[src/rtl/sr_pulse_gen.sv]
// Command stage for the negedge set/reset flip-flop: sync, debounce, edge-latch, arbitrate.
// Optional SR_CONFLICT_EN: simultaneous set+clr requests cancel each other and raise conflict.
module sr_pulse_gen #(
    parameter int unsigned DB_CYCLES = 4,
    parameter int unsigned HOLDOFF   = 2
) (
    input  logic ck,
    input  logic rst,
    input  logic set_in,
    input  logic clr_in,
    output logic s,
    output logic r,
    output logic busy,
    output logic conflict
);

    typedef enum logic {
        IDLE,
        HOLD
    } state_e;

    // Channel index 0 = set, 1 = clr.
    logic [1:0] raw;
    logic [1:0] sync1_q, sync2_q;
    logic [1:0] filt_q, filt_d, filt_prev_q;
    logic [1:0] pend_q, pend_d;
    logic [1:0] rise, take;
    logic [7:0] db_cnt_q [2];
    logic [7:0] db_cnt_d [2];

    state_e     state_q, state_d;
    logic [7:0] hold_q, hold_d;
    logic       s_q, s_d;
    logic       r_q, r_d;
    logic       ready;

    assign raw = {clr_in, set_in};

    always_comb begin
        for (int unsigned i = 0; i < 2; i++) begin
            filt_d[i]   = filt_q[i];
            db_cnt_d[i] = '0;
            if (sync2_q[i] != filt_q[i]) begin
                if (db_cnt_q[i] == 8'(DB_CYCLES - 1)) begin
                    filt_d[i] = sync2_q[i];
                end else begin
                    db_cnt_d[i] = db_cnt_q[i] + 8'd1;
                end
            end
        end
    end

    assign rise = filt_q & ~filt_prev_q;

    // The last hold cycle doubles as an idle decision slot, so the next
    // pulse can follow exactly HOLDOFF empty cycles after the previous one.
    assign ready = (state_q == IDLE) || (hold_q == '0);

`ifdef SR_CONFLICT_EN
    logic conflict_q, conflict_d;
`endif

    always_comb begin
        take    = '0;
        s_d     = 1'b0;
        r_d     = 1'b0;
        state_d = state_q;
        hold_d  = hold_q;
`ifdef SR_CONFLICT_EN
        conflict_d = 1'b0;
`endif
        if (state_q == HOLD) begin
            if (hold_q != '0) begin
                hold_d = hold_q - 8'd1;
            end else begin
                state_d = IDLE;
            end
        end
        if (ready) begin
`ifdef SR_CONFLICT_EN
            if (pend_q == 2'b11) begin
                take       = 2'b11;
                conflict_d = 1'b1;
                state_d    = HOLD;
                hold_d     = 8'(HOLDOFF);
            end else
`endif
            if (pend_q[0]) begin
                take    = 2'b01;
                s_d     = 1'b1;
                state_d = HOLD;
                hold_d  = 8'(HOLDOFF);
            end else if (pend_q[1]) begin
                take    = 2'b10;
                r_d     = 1'b1;
                state_d = HOLD;
                hold_d  = 8'(HOLDOFF);
            end
        end
    end

    assign pend_d = (pend_q & ~take) | rise;

    always_ff @(posedge ck) begin
        if (rst) begin
            sync1_q     <= '0;
            sync2_q     <= '0;
            filt_q      <= '0;
            filt_prev_q <= '0;
            pend_q      <= '0;
            for (int unsigned i = 0; i < 2; i++) begin
                db_cnt_q[i] <= '0;
            end
            state_q <= IDLE;
            hold_q  <= '0;
            s_q     <= 1'b0;
            r_q     <= 1'b0;
`ifdef SR_CONFLICT_EN
            conflict_q <= 1'b0;
`endif
        end else begin
            sync1_q     <= raw;
            sync2_q     <= sync1_q;
            filt_q      <= filt_d;
            filt_prev_q <= filt_q;
            pend_q      <= pend_d;
            for (int unsigned i = 0; i < 2; i++) begin
                db_cnt_q[i] <= db_cnt_d[i];
            end
            state_q <= state_d;
            hold_q  <= hold_d;
            s_q     <= s_d;
            r_q     <= r_d;
`ifdef SR_CONFLICT_EN
            conflict_q <= conflict_d;
`endif
        end
    end

    assign s    = s_q;
    assign r    = r_q;
    assign busy = (state_q != IDLE) || (pend_q != '0);

`ifdef SR_CONFLICT_EN
    assign conflict = conflict_q;
`else
    assign conflict = 1'b0;
`endif

endmodule

[config.mk]
export PLATFORM = sky130hd
export DESIGN_NAME = sr_pulse_gen
export DESIGN_NICKNAME = d
export VERILOG_FILES = /design/src/rtl/sr_pulse_gen.sv
export SDC_FILE = /design/constraint.sdc
export NUM_CORES = 1
export LEC_CHECK = 0
export ABC_CLOCK_PERIOD_IN_PS = 1880
export BUFFER_PORTS_ARGS = -buffer_cell sky130_fd_sc_hd__buf_2
export CAP_MARGIN = 25
export CELL_PAD_IN_SITES_DETAIL_PLACEMENT = 2
export CELL_PAD_IN_SITES_GLOBAL_PLACEMENT = 2
export CORE_MARGIN = 3
export CORE_UTILIZATION = 37
export CTS_CLUSTER_DIAMETER = 200
export CTS_CLUSTER_SIZE = 30
export DETAILED_ROUTE_END_ITERATION = 7
export PLACE_DENSITY_LB_ADDON = 0.1
export SYNTH_ARGS = -nofsm -noshare
export SYNTH_HDL_FRONTEND = slang
export SYNTH_SLANG_ARGS = --single-unit
[constraint.sdc]
create_clock -name ck -period 1.88 [get_ports ck]
set_input_delay 0.188 -clock ck [delete_from_list [all_inputs] [get_ports ck]]
set_output_delay 0.188 -clock ck [all_outputs]
set_load 0.005 [all_outputs]
==> results of run 1 <==
[cell type report]
class / count / area, µm²
flip-flops and latches: 37 / 741
clock buffers: 5 / 68.8
well taps: 48 / 60.1
multi-input cells: 118 / 764
clock inverters: 3 / 68.8
fillers: 410 / 2040
inverters: 2 / 7.51
repair buffers: 8 / 45.0
[worst max-delay path, cell delays in order (launching register included)]
cell     delay [ns]
dfxtp_1        0.34
inv_1          0.11
ha_1           0.15
or3b_2         0.50
o21a_2         0.28
o21ai_0        0.16
a21oi_1        0.08
[synthesized netlist by cell type (2+ instances only)]
master / n / area (µm²)
dfxtp_1: 37 / 741
nor2_1: 22 / 82.6
nand3_1: 14 / 70.1
xor2_1: 11 / 96.3
nand2_1: 9 / 33.8
nor2b_1: 8 / 50.1
and3_1: 7 / 43.8
a21oi_1: 6 / 30.0
xnor2_1: 5 / 43.8
ha_1: 4 / 50.1
clkbuf_1: 3 / 11.3
nand3b_1: 3 / 22.5
a211oi_1: 2 / 15.0
inv_1: 2 / 7.51
nor4_1: 2 / 12.5
nor4b_1: 2 / 17.5
o31ai_1: 2 / 15.0
or4_1: 2 / 15.0
[power by group]
part / leakage, nW / internal, mW / switching, mW
logic: 0.321 / 0.00715 / 0.0151
clock network: 0.0687 / 0.534 / 0.291
registers: 0.299 / 0.788 / 0.00347
total: 0.689 / 1.33 / 0.309
[flip-flops by register name, summed over array words and instances (netlist names)]
name	count
sync1_q	2
hold_q	8
filt_prev_q	2
sync2_q	2
s	1
state_q	1
r	1
filt_q	2
pend_q	2
db_cnt_q	16
[cells in the final DEF, fill, tap and decap left out, types with 3 or more instances in the layout]
cell / netlist / routed
a21oi_1: 6 / 6
xnor2_1: 5 / 5
dfxtp_1: 37 / 37
buf_2: 0 / 6
nand2_1: 9 / 9
nand3_1: 14 / 14
nor2_1: 22 / 22
clkbuf_8: 0 / 5
xor2_1: 11 / 11
nor2b_1: 8 / 8
ha_1: 4 / 4
and3_1: 7 / 7
nand3b_1: 3 / 3
[kinds of logic (layout without fill, tap and decap cells)]
group	Yosys count	count (layout)
adder cells (fa/ha/maj)	4	4
flip-flops	37	37
AND/OR/NAND/NOR	79	79
buffers and inverters	6	18
AO/OA/AOI/OAI	17	17
XOR/XNOR	16	16
multiplexers	1	1
other	1	1
[routing by layer]
layer / vias to the layer above / wire, µm / GRT usage
met1: 560 / 1670 / 0.189
met4: 0 / 40 / 0.0574
met3: 7 / 86 / 0.0432
met2: 11 / 1730 / 0.272
li1: 580 / - / -
met5: - / 0 / 0
[through the flow]
step                      hold WS [ns]  cell area, µm²  worst slack, ns
after global routing             0.102            1760         -0.00392
after global placement           0.397            1600            0.175
after detailed placement         0.412            1600           0.0749
final                            0.110            1760            0.126
after CTS                       0.0992            1740           0.0603
after floorplan                  0.316            1520            0.285
[timing repair]
action,CTS,global route
gates resized for setup,0,3
endpoints found under the setup margin,0,6
hold buffers,0,0
hold endpoints to repair,0,0
[how the worst min path moves through the flow]
stage / cells after the start / slack, ns / endpoint
2_1_floorplan: 1 / 0.32 / sync1_q[0]$_SDFF_PP0_
3_3_place_gp: 2 / 0.40 / sync1_q[1]$_SDFF_PP0_
3_5_place_dp: 2 / 0.41 / sync1_q[1]$_SDFF_PP0_
4_1_cts: 2 / 0.1 / sync1_q[1]$_SDFF_PP0_
5_1_grt: 2 / 0.10 / sync1_q[1]$_SDFF_PP0_
6_report: 2 / 0.11 / sync1_q[1]$_SDFF_PP0_
==> run metrics, run 1 <==
CP Max Fanout 7; synthesized area per cell 9.42 µm²; Seq cells post-synth 37; Initial Util 0.399; Setup-failing EPs final 0; xor/xnor share of the synthesized area 0.0924; CTS Buffer Depth 2; Critical Path AT 1.91 ns; Core Rows 22; initial antenna violation count 0; Pwr Total approximately 1.6 mW; adder-cell share of the synthesized area 0.0330; Tcrit/Tclk final 0.933; largest net degree at the start of global routing 26; Synth Instances roughly 160; Setup crit end pend_q[1]$_SDFF_PP0_; synthesis-to-layout area growth 15.8%; CTS tree done; placed instance count about 210; post-route minimum period around 1.8 ns; DR DRC count 0; CP Class register to register; HP Class primary input to register; largest family of logic cells by synthesized area simple AND/OR/NAND/NOR gates; MaxCap Viol Count 0; Clock Tree Root clkbuf_8; status completed; P_leak slightly below 0.7 nW; gr ovfl total 0; Yosys cell types 38; detailed-route via count 1158; flop2flop setup slack roughly 0.13 ns; FMAX 0.570 GHz; layout cells sized above 1 0.133; total negative slack 0 ns; die area just under 5000 µm²; Final Hold Fails 0; final net count between 150 and 200; maximum vdd drop about 0.00054 V; final cell count without fillers about 220; required time of the critical path 2.04 ns; vias in the first global route between 1000 and 1500; clock net sink count 37; hold wc startpoint clr_in; Core Footprint ~3800 µm²; first-pass GRT wire length approximately 6200 µm; Post-synth EDFFs 0; post-DR wirelength/cell ~16 µm; Total GRT Usage 0.159; post-synthesis mux area share 0.00660; Worst setup startpoint hold_q[0]$_SDFF_PP0_; Worst-path clk slew 0.08 ns; DR pass1 iterations 4; post-DP HPWL 2470 µm; setup bufs post-CTS 0; fin util 0.462; Die Y roughly 70 µm; total routed wirelength 3530 µm; input/output buffers 6; initial drt markers 26; IO Count 8; cts bufs inserted 5; Synth Area in Compound Gates 0.0767; die width approximately 70 µm; global placer's final weighted congestion roughly 0.8; crit path capture type register; Reg2Reg Depth 6; clk_lat worst skew just under 0.3 ns; CTS H-tree lvls 2; RSZ-0062 raised after global routing yes; fin. max-slew vios 0; pwr dens 934 nW/µm²; FF-to-FF Start hold_q[0]$_SDFF_PP0_; reg-to-reg critical path endpoint pend_q[1]$_SDFF_PP0_; Worst setup SP type register; Synth Net Count ~170; Async SR Flop Fraction 0; Final Skew 0.00615 ns; # diodes 0; simple-gate portion of the synthesized area 0.283; Routed Antenna Nets 0; vias per inst between 5 and 6; yosys warns 0; sequential cell area fraction in the yosys report 0.488; Post-synth top flop dfxtp_1; Mapped Area 1520 µm²
No activity file was read; power rests on OpenSTA's default activity.
==> run 2, diff against run 1 <==
--- a/config.mk
+++ b/config.mk
@@ -16,6 +16,7 @@
 export CTS_CLUSTER_SIZE = 30
 export DETAILED_ROUTE_END_ITERATION = 7
 export PLACE_DENSITY_LB_ADDON = 0.1
+export RECOVER_POWER = 100
 export SYNTH_ARGS = -nofsm -noshare
 export SYNTH_HDL_FRONTEND = slang
 export SYNTH_SLANG_ARGS = --single-unit
==> run metrics, run 2 (same netlist as run 1, synthesis figures left out) <==
Crit path largest cell delay 0.50 ns (about the same); CP bufs+invs 1 (unchanged); dpl ws 0.0749 ns (unchanged); NetSw 0.309 mW (about the same); CP Max Fanout 7 (unchanged); commonest non-fill, non-tap cell in the layout dfxtp_1; Worst-path clk slew 0.08 ns (about the same); Routed Antenna Nets 0 (unchanged); Reg2Reg Depth 6 (unchanged); HP Class primary input to register; multi-input logic area 764 µm² (unchanged); WL met2 1740 µm (+0.58%); Initial Util 0.399 (unchanged); cts bufs inserted 5 (unchanged); final cell count without fillers 221 (unchanged); CP Cell Sequence inv_1 -> ha_1 -> or3b_2 -> o21a_2 -> o21ai_0 -> a21oi_1; post-DR wirelength/cell 16.0 µm (+0.43%); hold wc startpoint clr_in; MaxCap Viol Count 0 (unchanged); largest reg by FF count db_cnt_q; synthesis-to-layout area growth 15.6%; required time of the critical path 2.04 ns (about the same); crit path capture type register; maximum vdd drop 0.000544 V (about the same); Flop pwr share 0.483 (about the same); metal3 WL 86 µm (unchanged); setup bufs post-CTS 0 (unchanged); die width 70.0 µm (unchanged); detailed-route via count 1166 (+0.69%); fin util 0.461 (-0.000659); Int Power 1.33 mW (unchanged); initial antenna violation count 0 (unchanged); IO Count 8 (unchanged); Tcrit/Tclk final 0.933 (about the same); vias in the first global route 1288 (unchanged); initial drt markers 29 (+12%); Die Y 70.0 µm (unchanged); most frequent cells in the layout dfxtp_1, nor2_1, nand3_1; Top delay family on crit path compound AO/OA/AOI/OAI gates; Resized cells post-CTS 0 (unchanged); RSZ-0062 raised after global routing yes; Clock power frac 0.503 (about the same); Final Hold Fails 0 (unchanged); input/output buffers 6 (unchanged); final worst setup slack 0.126 ns (-0.000348 ns); Setup-failing EPs final 0 (unchanged); Critical Path Stages 6 (unchanged); Final Skew 0.00620 ns (+0.0000459 ns); gr ovfl total 0 (unchanged); vias per inst 5.28 (+0.69%); die area 4900 µm² (unchanged); Largest register FFs 16 (unchanged); # diodes 0 (unchanged); clk_lat worst skew 0.29 ns (about the same); final net count 180 (unchanged); Slowest cell on crit path or3b_2; CTS tree done; largest net degree at the start of global routing 26 (unchanged); CP Class register to register; biggest regs db_cnt_q (16), hold_q (8); status completed; Worst setup startpoint hold_q[0]$_SDFF_PP0_; fin. max-slew vios 0 (unchanged); FF-to-FF Start hold_q[0]$_SDFF_PP0_; Comb power frac 0.014 (about the same); Hold Buf Count CTS 0 (unchanged); Worst setup SP type register; Core Rows 22 (unchanged); layout cells sized above 1 0.121 (-0.0116); CTS Buffer Depth 2 (unchanged); wire length on met1 1670 µm (+0.24%); Core Footprint 3800 µm² (unchanged); DR pass1 iterations 4 (unchanged); post-route minimum period 1.75 ns (+0.000348 ns); Critical Path AT 1.91 ns (about the same); reg-to-reg critical path endpoint pend_q[1]$_SDFF_PP0_; worst hold stages 2 (unchanged); clock net sink count 37 (unchanged); first-pass GRT wire length 6160 µm (unchanged); post-DP HPWL 2470 µm (unchanged); DR DRC count 0 (unchanged); flop2flop setup slack 0.13 ns (about the same); Fill cells 411 (+0.24%); Clock Tree Root clkbuf_8; FMAX 0.570 GHz (about the same); FF+latch area 741 µm² (unchanged); placed instance count 213 (unchanged); worst hold slack 0.110 ns (+0.000103 ns); Net Sw Frac 0.189 (about the same); CTS H-tree lvls 2 (unchanged); pwr dens 935 nW/µm² (+0.14%); max layer used met4; Total GRT Usage 0.159 (unchanged); P_leak 0.680 nW (-1.3%); total routed wirelength 3540 µm (+0.43%); Hold EP sync1_q[1]$_SDFF_PP0_; global placer's final weighted congestion 0.797 (unchanged)
## run 2: cell count changes in the layout (fill, tap and decap cells not counted)
| cell | previous run | this run |
|---|---|---|
| clkbuf_1 | 0 | 2 |
| buf_2 | 6 | 4 |
## run 2: power groups by stage
| stage | clock network, mW | logic [mW] | registers [mW] |
|---|---|---|---|
| 6_report | 0.825 | 0.0223 | 0.792 |
| 5_1_grt | 0.889 | 0.0261 | 0.792 |
| 4_1_cts | 0.853 | 0.0224 | 0.792 |
| 3_5_place_dp | 0 | 0.0221 | 0.810 |
| 3_3_place_gp | 0 | 0.0208 | 0.810 |
| 2_1_floorplan | 0 | 0.0158 | 0.809 |
## run 2: metal layers
| layer | track usage | vias to the layer above |
|---|---|---|
| li1 | - | 579 |
| met2 | 0.272 | 11 |
| met5 | 0 | - |
| met3 | 0.0432 | 7 |
| met1 | 0.189 | 569 |
| met4 | 0.0574 | 0 |
## run 2: worst max-delay path by stage
stage                      endpoint  slack (ns)
2_1_floorplan  hold_q[5]$_SDFF_PP0_        0.29
3_3_place_gp   hold_q[1]$_SDFF_PP0_        0.18
3_5_place_dp   hold_q[1]$_SDFF_PP0_        0.07
4_1_cts        hold_q[1]$_SDFF_PP0_        0.06
5_1_grt        pend_q[1]$_SDFF_PP0_      -0.004
6_report       pend_q[1]$_SDFF_PP0_        0.13
## run 2: per-stage QoR
stage / instance area [µm²] / power [mW] / TNS (ns)
after floorplan: 1520 / 0.825 / 0
after global placement: 1600 / 0.831 / 0
after detailed placement: 1600 / 0.832 / 0
after CTS: 1740 / 1.67 / 0
after global routing: 1750 / 1.71 / -0.00392
final: 1750 / 1.64 / 0
## run 2: final cells by class
type                            instances  share of cell area
Multi-Input combinational cell        118               0.436
Timing Repair Buffer                    8              0.0243
Inverter                                2             0.00428
Clock inverter                          3              0.0393
Tap cell                               48              0.0343
Sequential cell                        37               0.423
Clock buffer                            5              0.0393
## run 2: worst register-to-register path, cell delays in order, from the launching register on
cell and delay, ns:
dfxtp_1 0.34, inv_1 0.11, ha_1 0.15, or3b_2 0.50
o21a_2 0.28, o21ai_0 0.16, a21oi_1 0.08
==> run 3, diff against run 2 <==
--- a/config.mk
+++ b/config.mk
@@ -5,13 +5,14 @@
 export SDC_FILE = /design/constraint.sdc
 export NUM_CORES = 1
 export LEC_CHECK = 0
+export ABC_AREA = 1
 export ABC_CLOCK_PERIOD_IN_PS = 1880
 export BUFFER_PORTS_ARGS = -buffer_cell sky130_fd_sc_hd__buf_2
 export CAP_MARGIN = 25
 export CELL_PAD_IN_SITES_DETAIL_PLACEMENT = 2
 export CELL_PAD_IN_SITES_GLOBAL_PLACEMENT = 2
 export CORE_MARGIN = 3
-export CORE_UTILIZATION = 37
+export CORE_UTILIZATION = 35
 export CTS_CLUSTER_DIAMETER = 200
 export CTS_CLUSTER_SIZE = 30
 export DETAILED_ROUTE_END_ITERATION = 7
==> run metrics, run 3 <==
clock net sink count 37 (unchanged); commonest non-fill, non-tap cell in the layout nand2_1; IO Count 8 (unchanged); Critical Path AT 1.86 ns (-0.05 ns); CP Class register to register; RSZ-0062 raised after global routing no; status completed; Clock Tree Root clkbuf_8; hold wc startpoint clr_in; fin. max-slew vios 0 (unchanged); FMAX 0.602 GHz (+5.5%); CTS Buffer Depth 2 (unchanged); xor/xnor share of the synthesized area 0.0433 (-0.0491); P_leak 0.766 nW (+13%); Synth Area in Compound Gates 0.0757 (-0.000999); Setup-failing EPs final 0 (unchanged); post-DR wirelength/cell 16.0 µm (about the same); FF-to-FF Start hold_q[0]$_SDFF_PP0_; post-route minimum period 1.66 ns (-0.0921 ns); simple-gate portion of the synthesized area 0.307 (+0.0238); most instantiated cells after synthesis nand2_1, dfxtp_1, nor2_1; Tcrit/Tclk final 0.884 (-0.0490); Core Footprint 4410 µm² (+16%); setup bufs post-CTS 0 (unchanged); post-synthesis mux area share 0 (-0.00660); leading area contributor after synthesis dfxtp_1; sequential cell area fraction in the yosys report 0.457 (-0.0310); Initial Util 0.367 (-0.0324); Synth Net Count 222 (+31%); Core Rows 24 (+9.1%); detailed-route via count 1391 (+19%); required time of the critical path 2.08 ns (+0.04 ns); gr ovfl total 0 (unchanged); input/output buffers 6 (unchanged); largest cells by area after synthesis dfxtp_1, nand2_1, nor2_1, inv_1, a21oi_1; Crit path largest cell delay 0.35 ns (-0.15 ns); CTS tree done; initial drt markers 86 (+200%); CP most frequent cell nand2_1; Slew Limit Headroom 0.496; vias in the first global route 1541 (+20%); Final Skew 0.00998 ns (+0.00379 ns); Worst Tran Pin Value about 0.76 ns; post-DP HPWL 3150 µm (+28%); pwr dens 843 nW/µm² (-9.8%); synthesis-to-layout area growth 10.7%; layout cells sized above 1 0.106 (-0.0152); post-synth top area share 0.457 (-0.0310); Pwr Total 1.51 mW (-7.7%); biggest regs db_cnt_q (16), hold_q (8); synthesized area per cell 7.57 µm² (-20%); crit path capture type register; final worst setup slack 0.218 ns (+0.0921 ns); Total GRT Usage 0.180 (+0.0212); Post-synth top flop dfxtp_1; largest reg by FF count db_cnt_q; Worst setup startpoint hold_q[0]$_SDFF_PP0_; Hold Buf Count CTS 0 (unchanged); Async SR Flop Fraction 0 (unchanged); die width 74.0 µm (+5.7%); Largest register FFs 16 (unchanged); count leader, synth nand2_1; vias per inst 5.00 (-5.2%); initial antenna violation count 0 (unchanged); Final Hold Fails 0 (unchanged); most frequent cells in the layout nand2_1, dfxtp_1, nor2_1; Resized cells post-CTS 0 (unchanged); dpl ws 0.431 ns (+0.356 ns); CTS H-tree lvls 2 (unchanged); DR pass1 iterations 4 (unchanged); die area 5480 µm² (+12%); Synth Instances 214 (+33%); Routed Antenna Nets 0 (unchanged); Seq cells post-synth 37 (unchanged); Die Y 74.0 µm (+5.7%); total routed wirelength 4460 µm (+26%); CP Max Fanout 10 (+3); global placer's final weighted congestion 0.813 (+2.0%); largest net degree at the start of global routing 16 (-38%); largest family of logic cells by synthesized area simple AND/OR/NAND/NOR gates; MaxCap Viol Count 0 (unchanged); yosys warns 0 (unchanged); DR DRC count 0 (unchanged); cts bufs inserted 5 (unchanged); Mapped Area 1620 µm² (+6.8%); maximum vdd drop 0.000372 V (-32%); HP Class primary input to register; # diodes 0 (unchanged); first-pass GRT wire length 7420 µm (+20%); adder-cell share of the synthesized area 0.0309 (-0.00209); Post-synth EDFFs 0 (unchanged); Yosys cell types 26 (-32%); Slowest cell on crit path nor2_1; total negative slack 0 ns (unchanged); Worst-path clk slew 0.08 ns (about the same); clk_lat worst skew 0.29 ns (about the same); CP Cell Sequence inv_1 -> ha_1 -> nand2_1 -> nor2_1 -> nor2_8 -> nand2_1 -> nand2_1 -> nor2_1; final net count 233 (+29%); Worst setup SP type register
[run 3: changes by cell type after synthesis, moves of 5 or more]
cell / change
and3_1: -7
inv_2: +7
nand2_1: +30
nor2b_1: -8
nor2_2: +5
xor2_1: -7
nor3_1: +5
nor2_1: +11
a21oi_1: +9
inv_1: +24
[run 3: path summary, 6_finish.rpt]
check | end | slack, ns | cells after the start
setup / recovery | hold_q[1]$_SDFF_PP0_ | 0.22 | 8
hold / removal | sync1_q[1]$_SDFF_PP0_ | 0.11 | 3
setup reg to reg | hold_q[1]$_SDFF_PP0_ | 0.22 | 8
hold reg to reg | sync2_q[1]$_SDFF_PP0_ | 0.42 | 2
[run 3: area by class of cell]
| cell class | count | area [µm²] |
|---|---|---|
| Fill cell | 531 | 2620 |
| Sequential cell | 37 | 741 |
| Multi-Input combinational cell | 142 | 726 |
| Inverter | 33 | 124 |
| Clock buffer | 6 | 72.6 |
| Tap cell | 52 | 65.1 |
| Clock inverter | 2 | 38.8 |
| Timing Repair Buffer | 6 | 26.3 |
[run 3: report_power, final]
part	total, mW	switching [mW]	internal (mW)
registers	0.791	0.00299	0.788
clock network	0.696	0.297	0.398
logic	0.0253	0.0185	0.00677
[run 3: critical path: cells and delay by family, from the launching register on]
kind	cells	cell delay, ns
simple gates	6	0.89
flops	1	0.32
fa+ha+maj	1	0.19
buf+inv	1	0.17
[run 3: layer usage]
layer / wire, µm / GRT usage
met1: 1870 / 0.210
met4: 76 / 0.0584
met3: 89 / 0.0419
met5: 0 / 0
met2: 2430 / 0.323
[run 3: metrics by stage]
step	hold WS (ns)	instance area, µm²	instances	util
2_1_floorplan	0.272	1620	214	-
3_3_place_gp	0.392	1700	270	0.386
3_5_place_dp	0.406	1700	270	0.386
4_1_cts	0.102	1810	278	0.411
5_1_grt	0.0999	1790	278	0.406
6_report	0.109	1790	278	0.406
[run 3: kinds of logic (layout without fill, tap and decap cells)]
family | after synthesis | count (layout)
AO/OA/AOI/OAI | 23 | 23
XOR/XNOR | 8 | 8
adder cells (fa/ha/maj) | 4 | 4
buffers and inverters | 35 | 47
flip-flops | 37 | 37
other | 1 | 1
AND/OR/NAND/NOR | 106 | 106
